<file path="src/rtl/pe_mac_tile.sv">
// Output-stationary systolic MAC processing element.
// North operands pass south and west operands pass east, each through one register.
// A MAC fires when both streams are valid. The product flows through a three-stage
// pipeline into a saturating or wrapping accumulator. A last-tagged fire closes the
// tile: it publishes the result with a one-cycle result_vld pulse and clears the
// accumulator, so the next tile can start with no bubble.
//
// Handshake: there is no backpressure. in_*_vld qualifies its data in that cycle
// only. out_*_vld carries the same qualification one cycle later. result_vld is a
// single-cycle strobe, and result/result_ovf hold their value until the next strobe.
module pe_mac_tile #(
  parameter int DATA_BIT = 8,
  parameter int ACC_BIT  = 24,
  parameter int SIGNED   = 1,
  parameter int SATURATE = 1,
  parameter int CNT_BIT  = 16
) (
  input  logic                clk,
  input  logic                rst,
  input  logic [DATA_BIT-1:0] in_north,
  input  logic                in_north_vld,
  input  logic [DATA_BIT-1:0] in_west,
  input  logic                in_west_vld,
  input  logic                in_west_last,
  output logic [DATA_BIT-1:0] out_south,
  output logic                out_south_vld,
  output logic [DATA_BIT-1:0] out_east,
  output logic                out_east_vld,
  output logic                out_east_last,
  output logic [ACC_BIT-1:0]  result,
  output logic                result_vld,
  output logic                result_ovf,
  output logic [CNT_BIT-1:0]  mac_count,
  output logic                dbg_acc_state
);

  localparam int PW = 2 * DATA_BIT;
  localparam int EW = ACC_BIT + 1;

  // The accumulator is IDLE when it holds zero with no fire since reset or tile end.
  typedef enum logic {
    ACC_IDLE  = 1'b0,
    ACC_ACCUM = 1'b1
  } acc_state_e;

  // Forwarding registers
  logic [DATA_BIT-1:0] south_q, east_q;
  logic                south_vld_q, east_vld_q, east_last_q;

  // S1: registered operands and fire qualifiers
  logic [DATA_BIT-1:0] n1_q, w1_q;
  logic                fire1_q, last1_q;
  logic                fire_d;

  // S2: registered product
  logic [PW-1:0]       prod_d, prod2_q;
  logic                fire2_q, last2_q;
  logic [PW-1:0]       n_ext, w_ext;

  // S3: accumulator and result
  logic [ACC_BIT-1:0]  acc_q, acc_d;
  logic                sticky_q;
  logic [CNT_BIT-1:0]  cnt_q, cnt_d;
  logic [ACC_BIT-1:0]  result_q;
  logic                result_vld_q, result_ovf_q;
  acc_state_e          state_q;
  logic [EW-1:0]       acc_ext, prod_ext, sum;
  logic                ovf;

  assign fire_d = in_north_vld & in_west_vld;

  // Forward both operand streams one hop, independent of MAC activity
  always_ff @(posedge clk or posedge rst) begin
    if (rst) begin
      south_q     <= '0;
      south_vld_q <= 1'b0;
      east_q      <= '0;
      east_vld_q  <= 1'b0;
      east_last_q <= 1'b0;
    end else begin
      south_q     <= in_north;
      south_vld_q <= in_north_vld;
      east_q      <= in_west;
      east_vld_q  <= in_west_vld;
      east_last_q <= in_west_last;
    end
  end

  // S1: capture operands, fire, and last qualified by fire (a lone last is dropped)
  always_ff @(posedge clk or posedge rst) begin
    if (rst) begin
      n1_q    <= '0;
      w1_q    <= '0;
      fire1_q <= 1'b0;
      last1_q <= 1'b0;
    end else begin
      n1_q    <= in_north;
      w1_q    <= in_west;
      fire1_q <= fire_d;
      last1_q <= fire_d & in_west_last;
    end
  end

  // Extend both operands to product width so the low PW bits are the exact product
  always_comb begin
    n_ext  = {{DATA_BIT{(SIGNED != 0) ? n1_q[DATA_BIT-1] : 1'b0}}, n1_q};
    w_ext  = {{DATA_BIT{(SIGNED != 0) ? w1_q[DATA_BIT-1] : 1'b0}}, w1_q};
    prod_d = n_ext * w_ext;
  end

  // S2: register the full-width product with its qualifiers
  always_ff @(posedge clk or posedge rst) begin
    if (rst) begin
      prod2_q <= '0;
      fire2_q <= 1'b0;
      last2_q <= 1'b0;
    end else begin
      prod2_q <= prod_d;
      fire2_q <= fire1_q;
      last2_q <= last1_q;
    end
  end

  // S3 datapath: one-bit-wider sum, overflow detection, then clamp or wrap
  always_comb begin
    acc_ext  = {(SIGNED != 0) ? acc_q[ACC_BIT-1] : 1'b0, acc_q};
    prod_ext = {{(EW-PW){(SIGNED != 0) ? prod2_q[PW-1] : 1'b0}}, prod2_q};
    sum      = acc_ext + prod_ext;
    if (SIGNED != 0) ovf = sum[ACC_BIT] ^ sum[ACC_BIT-1];
    else             ovf = sum[ACC_BIT];
    acc_d = sum[ACC_BIT-1:0];
    if (ovf && (SATURATE != 0)) begin
      if (SIGNED != 0) begin
        // The extra sign bit tells which way the true sum escaped the range
        acc_d = sum[ACC_BIT] ? {1'b1, {(ACC_BIT-1){1'b0}}} : {1'b0, {(ACC_BIT-1){1'b1}}};
      end else begin
        acc_d = '1;
      end
    end
    cnt_d = (&cnt_q) ? cnt_q : cnt_q + CNT_BIT'(1);
  end

  // S3 state: accumulate on fire, publish and restart on a last fire, hold otherwise
  always_ff @(posedge clk or posedge rst) begin
    if (rst) begin
      acc_q        <= '0;
      sticky_q     <= 1'b0;
      cnt_q        <= '0;
      result_q     <= '0;
      result_vld_q <= 1'b0;
      result_ovf_q <= 1'b0;
      state_q      <= ACC_IDLE;
    end else begin
      result_vld_q <= 1'b0;
      if (fire2_q) begin
        if (last2_q) begin
          result_q     <= acc_d;
          result_ovf_q <= sticky_q | ovf;
          result_vld_q <= 1'b1;
          acc_q        <= '0;
          sticky_q     <= 1'b0;
          cnt_q        <= '0;
          state_q      <= ACC_IDLE;
        end else begin
          acc_q    <= acc_d;
          sticky_q <= sticky_q | ovf;
          cnt_q    <= cnt_d;
          state_q  <= ACC_ACCUM;
        end
      end
    end
  end

  assign out_south     = south_q;
  assign out_south_vld = south_vld_q;
  assign out_east      = east_q;
  assign out_east_vld  = east_vld_q;
  assign out_east_last = east_last_q;
  assign result        = result_q;
  assign result_vld    = result_vld_q;
  assign result_ovf    = result_ovf_q;
  assign mac_count     = cnt_q;
  assign dbg_acc_state = state_q;

endmodule
</file>
<file path="config.mk">
export PLATFORM = sky130hd
export DESIGN_NAME = pe_mac_tile
export DESIGN_NICKNAME = d
export VERILOG_FILES = /design/src/rtl/pe_mac_tile.sv
export SDC_FILE = /design/constraint.sdc
export NUM_CORES = 1
export LEC_CHECK = 0
export CAP_MARGIN = 20
export CORE_ASPECT_RATIO = 1.25
export CORE_MARGIN = 2
export CORE_UTILIZATION = 40
export CTS_CLUSTER_DIAMETER = 150
export DETAILED_ROUTE_END_ITERATION = 12
export PLACE_DENSITY_LB_ADDON = 0.05
export SKIP_CTS_REPAIR_TIMING = 1
export SYNTH_ARGS = -nofsm -noshare
export SYNTH_HDL_FRONTEND = slang
export SYNTH_SLANG_ARGS = --single-unit
export TNS_END_PERCENT = 1
</file>
<file path="constraint.sdc">
create_clock -name clk -period 6 [get_ports clk]
set_clock_uncertainty 0.2 [all_clocks]
set_input_delay 0.6 -clock clk [delete_from_list [all_inputs] [get_ports clk]]
set_output_delay 0.6 -clock clk [all_outputs]
set_load 0.02 [all_outputs]
</file>
# Yosys cells after proc, flatten, opt, wreduce, memory -nomap -nowiden
# Cells that the tools add are included.
# word_totals
regBits,107
latchBits,0
ram_bits,0
mem_bits_ro,0
in_bits,21
out_inout_bits,62
elab_cells,37
n_memories,0
# op_classes
add_sub_neg,2
mul,1
div,0
magnitude_cmp,0
n_eq_ne,1
shift,0
muxes,9
bitwise,4
reduce_logical,3
# op_table
cell,n
$mux 24,3
$mux 16,2
$add 24x16->25,1
$add 16x1->16 const B,1
$mul 8x8->16,1
$reduce_and 16->1,1
$mux 1,4
$reduce_and 2->1,2
$and 1x1->1,2
$ne 2x2->1 const B,1
$or 1x1->1,1
$xor 1x1->1,1

# Longest topological paths before layout
# depth
ltp_word,4
ltp_mapped,18
depth_no_buf,18

# Worst setup path after synthesis
# No wires, ideal clock.
# synth_path
path_type,reg2reg
start,register n1_q[3]
end,register prod2_q[14]
setup_time_ps,87
arrival_time_ps,4273
required_ps,5713
setup_slack_ps,1440
path_stages_with_launch,18
path_buffers,0
synth_period_minus_slack_ps,4560
cell_sequence,dfrtp_1 -> and2_1 -> fa_1 -> inv_1 -> fa_1 -> inv_1 -> fa_1 -> inv_1 -> fa_1 -> inv_1 -> ha_1 -> o21ai_0 -> a21boi_0 -> o21ai_0 -> a21boi_0 -> o21a_1 -> o21a_1 -> o211ai_1
# synth_between
elab_chain_cells,1
# synth_lines
item,line_no,text
"start, declared",51,"logic [DATA_BIT-1:0] n1_q, w1_q;"
"start signal, assigned",97,n1_q <= in_north;
$mul 8x8->16,108,prod_d = n_ext * w_ext;
via prod_d[14],56,"logic [PW-1:0] prod_d, prod2_q;"
"end signal, assigned",118,prod2_q <= prod_d;
"end, declared",56,
# The timed path passes the listed nets, and every way through them passes these cells.
# A chain may end at the register's enable or synchronous reset.

# Worst setup path after layout
# Ends and elaborated chain as after synthesis.

==> metrics.md <==
| Metric | Value |
|---|---|
| Std-Cell Rows | `57` |
| DRT Pass-1 Iters | `6` |
| Routed met1 length | `7591 um` |
| Multi-input logic area | `4613 um2` |
| Filler cells | `1861` |
| Initial antenna violation count | `0` |
| Placed Instance Area | `8856 um2` |
| Largest family of logic cells by synthesized area | `adder cells` |
| Met3 wire len | `721 um` |
| Routed WL per cell | `16.48 um` |
| PwrDens | `575.8 nW/um2` |
| Fin. max-slew vios | `0` |
| Met2 wire len | `9611 um` |
| Slew headroom | `0.3125` |
| Kind of critical path | `flip-flop to flip-flop` |
| Status | `complete, no violations` |
| DP Worst Slack | `1192 ps` |
| Post-synth EDFFs | `0` |
| Final Cell Area | `9170 um2` |
| RSZ-0062 raised after global routing | `false` |
| Ys async rst share | `1.000` |
| Post-Syn Area | `7792 um2` |
| Worst Tran Pin Value | `1027 ps` |
| Pin count of the biggest net entering global routing | `80` |
| Vias per cell | `5.219` |
| Via Count | `5783` |
| Crit-path cells | `and2_1 -> fa_1 -> inv_1 -> fa_1 -> inv_1 -> fa_1 -> inv_1 -> fa_1 -> inv_1 -> ha_1 -> o21ai_0 -> a21boi_0 -> o21ai_0 -> a21boi_0 -> o21a_1 -> o21a_1 -> o211ai_1` |
| Area overhead of the layout relative to synthesis | `17.68%` |
| Ports | `83` |
| Htree depth | `3` |
| Avg Inst Size Synth | `9.889 um2` |
| Final setup fails | `0` |
| Synth Instances | `788` |
| Syn nets | `919` |
| Max Clk Rate | `209.2 MHz` |
| Share of cells above drive strength 1 | `0.05046` |
| Clk_lat worst skew | `360 ps` |
| Setup TNS | `0 ps` |
| Synth Area in Adders | `0.2389` |
| Top_reg_cell synth | `dfrtp_1` |
| Die Wd | `128.8 um` |
| Worst hold path type | `flip-flop to flip-flop` |
| Max Used Layer | `met4` |
| Number of global-route vias before repair | `6229` |
| Initial drt markers | `237` |
| CP Data Arrival Time | `4800 ps` |
| N_diodes | `0` |
| Register Area | `2678 um2` |
| Placed Instances | `1091` |
| Core ar. | `19260 um2` |
| Die height | `160.1 um` |
| Synthesized-area fraction occupied by and/or/nand/nor cells | `0.1297` |
| Final worst slack | `1219 ps` |
| Sequential area share after synthesis | `0.3436` |
| Post-layout min period | `4781 ps` |
| Min Hold Slack | `160.0 ps` |
| Critical Path RT | `6020 ps` |
| GR Util All Layers | `0.1883` |
| Crit path launch type | `flip-flop` |
| DRC | `0` |
| Cell family with the largest share of critical-path delay | `adder cells` |
| Port Buf Inserts | `82` |
| Max stage delay on crit path | `530 ps` |
| Clk sink count | `107` |
| Distinct cells, synth | `70` |
| Maximum vdd drop | `0.3804 mV` |
| Max cap viols | `0` |
| Die area | `20620 um2` |
| #FFs+latches synth | `107` |
| Setup crit end kind | `flip-flop` |
| Final HPWL DP | `14330 um` |
| ANT nets after route | `0` |
| Starting Density | `0.4047` |
| Slowest CP cell | `fa_1` |
| Leakage power | `0.004222 uW` |
| Root buffer cell | `clkbuf_16` |
| Warnings, synthesis | `0` |
| First-pass GRT wire length | `30960 um` |
| GP Congestion | `0.9071` |
| GRT Residual Overflow | `0` |
| Crit-path max FO | `9` |
| Total Routed Length | `18260 um` |
| Max Root-Sink Buffers | `2` |
| Final non-filler cell total | `1108` |
| Synth Area in XOR/XNOR | `0.05058` |
| Synth Area in Compound Gates | `0.1688` |
| Buf+Inv Stages, Crit Path | `4` |
| CTS buffer count | `9` |
| Final hold vios | `0` |
| CTS tree | `done` |
| Tcrit/Tclk final | `0.7968` |
| Post-synthesis mux area share | `0.004014` |
| Nets | `998` |
| Clk slew on worst S/H paths | `80 ps` |
[cell families after synthesis]
family	after synthesis
fa+ha+maj	116
xor+xnor	42
simple gates	201
flops	107
mux	3
compound gates	191
buf+inv	128
[cell usage after synthesis, types with 7 or more instances]
master,n,share of area
a21o_1,14,0.013
a21oi_1,45,0.029
a31oi_1,9,0.0072
and2_1,46,0.037
and3_1,8,0.0064
clkbuf_1,12,0.0058
dfrtp_1,107,0.34
fa_1,56,0.14
ha_1,54,0.087
inv_1,107,0.052
nand2_1,60,0.029
nand2b_1,8,0.0064
nand3_1,8,0.0051
nor2_1,42,0.020
o211ai_1,7,0.0067
o21a_1,8,0.0077
o21ai_0,39,0.025
o21ai_1,7,0.0045
o221ai_1,7,0.0079
o2bb2ai_1,9,0.010
xnor2_1,29,0.033
xor2_1,11,0.012
[flip-flops by register name (all words and copies together), names as in the netlist, 8 cells and up]
| register | flops |
|---|---|
| w1_q | 8 |
| prod2_q | 16 |
| acc_q | 24 |
| n1_q | 8 |
| result | 24 |
| mac_count | 16 |
[layer usage]
layer / global-route usage / up-vias
met4: 0.05237 / 0
li1: - / 2820
met5: 0 / -
met1: 0.2333 / 2831
met2: 0.3360 / 111
met3: 0.03116 / 21
[stage by stage]
| step | total power [uW] | utilization |
|---|---|---|
| after floorplan | 3829 | - |
| after global placement | 4675 | 0.4599 |
| after detailed placement | 4723 | 0.4599 |
| after CTS | 5324 | 0.4748 |
| after global routing | 5816 | 0.4762 |
| final | 5280 | 0.4762 |
[power by group]
group	internal [uW]	total, uW	switching, uW
Combinational	1480	3570	2090
Clock	291	581	290
Sequential	964	1120	160
Total	2740	5280	2540
[layout make-up]
| type | instances | share of cell area |
|---|---|---|
| Timing Repair Buffer | 89 | 0.09742 |
| Clock buffer | 10 | 0.02497 |
| Inverter | 107 | 0.04407 |
| Multi-Input combinational cell | 553 | 0.5031 |
| Clock inverter | 6 | 0.006276 |
| Tap cell | 236 | 0.03220 |
| Sequential cell | 107 | 0.2920 |
[path summary, 6_finish.rpt]
kind                       depth (start not counted)  startpoint     endpoint  slack [ps]
setup / recovery                                  17     n1_q[3]  prod2_q[14]        1220
hold / removal                                     0     fire1_q      fire2_q         160
setup reg to reg                                  17     n1_q[3]  prod2_q[14]        1220
hold reg to reg                                    0     fire1_q      fire2_q         160
max in group asynchronous                          4         rst    acc_q[23]        4290
min in group asynchronous                          2         rst      n1_q[0]         310
[cells in the final DEF, fill, tap and decap left out, types with 6 or more instances in the layout]
cell type | Yosys | final
a21o_1 | 14 | 14
a21oi_1 | 45 | 45
a31oi_1 | 9 | 9
and2_1 | 46 | 46
and3_1 | 8 | 8
buf_4 | 2 | 6
clkbuf_16 | 0 | 9
clkdlybuf4s50_1 | 0 | 82
dfrtp_1 | 107 | 107
fa_1 | 56 | 56
ha_1 | 54 | 54
inv_1 | 107 | 106
nand2_1 | 60 | 60
nand2b_1 | 8 | 8
nand3_1 | 8 | 8
nor2_1 | 42 | 42
o211ai_1 | 7 | 7
o21a_1 | 8 | 8
o21ai_0 | 39 | 39
o21ai_1 | 7 | 7
o221ai_1 | 7 | 7
o2bb2ai_1 | 9 | 9
xnor2_1 | 29 | 29
xor2_1 | 11 | 11
Note: power is estimated with default switching activity, not from simulation.
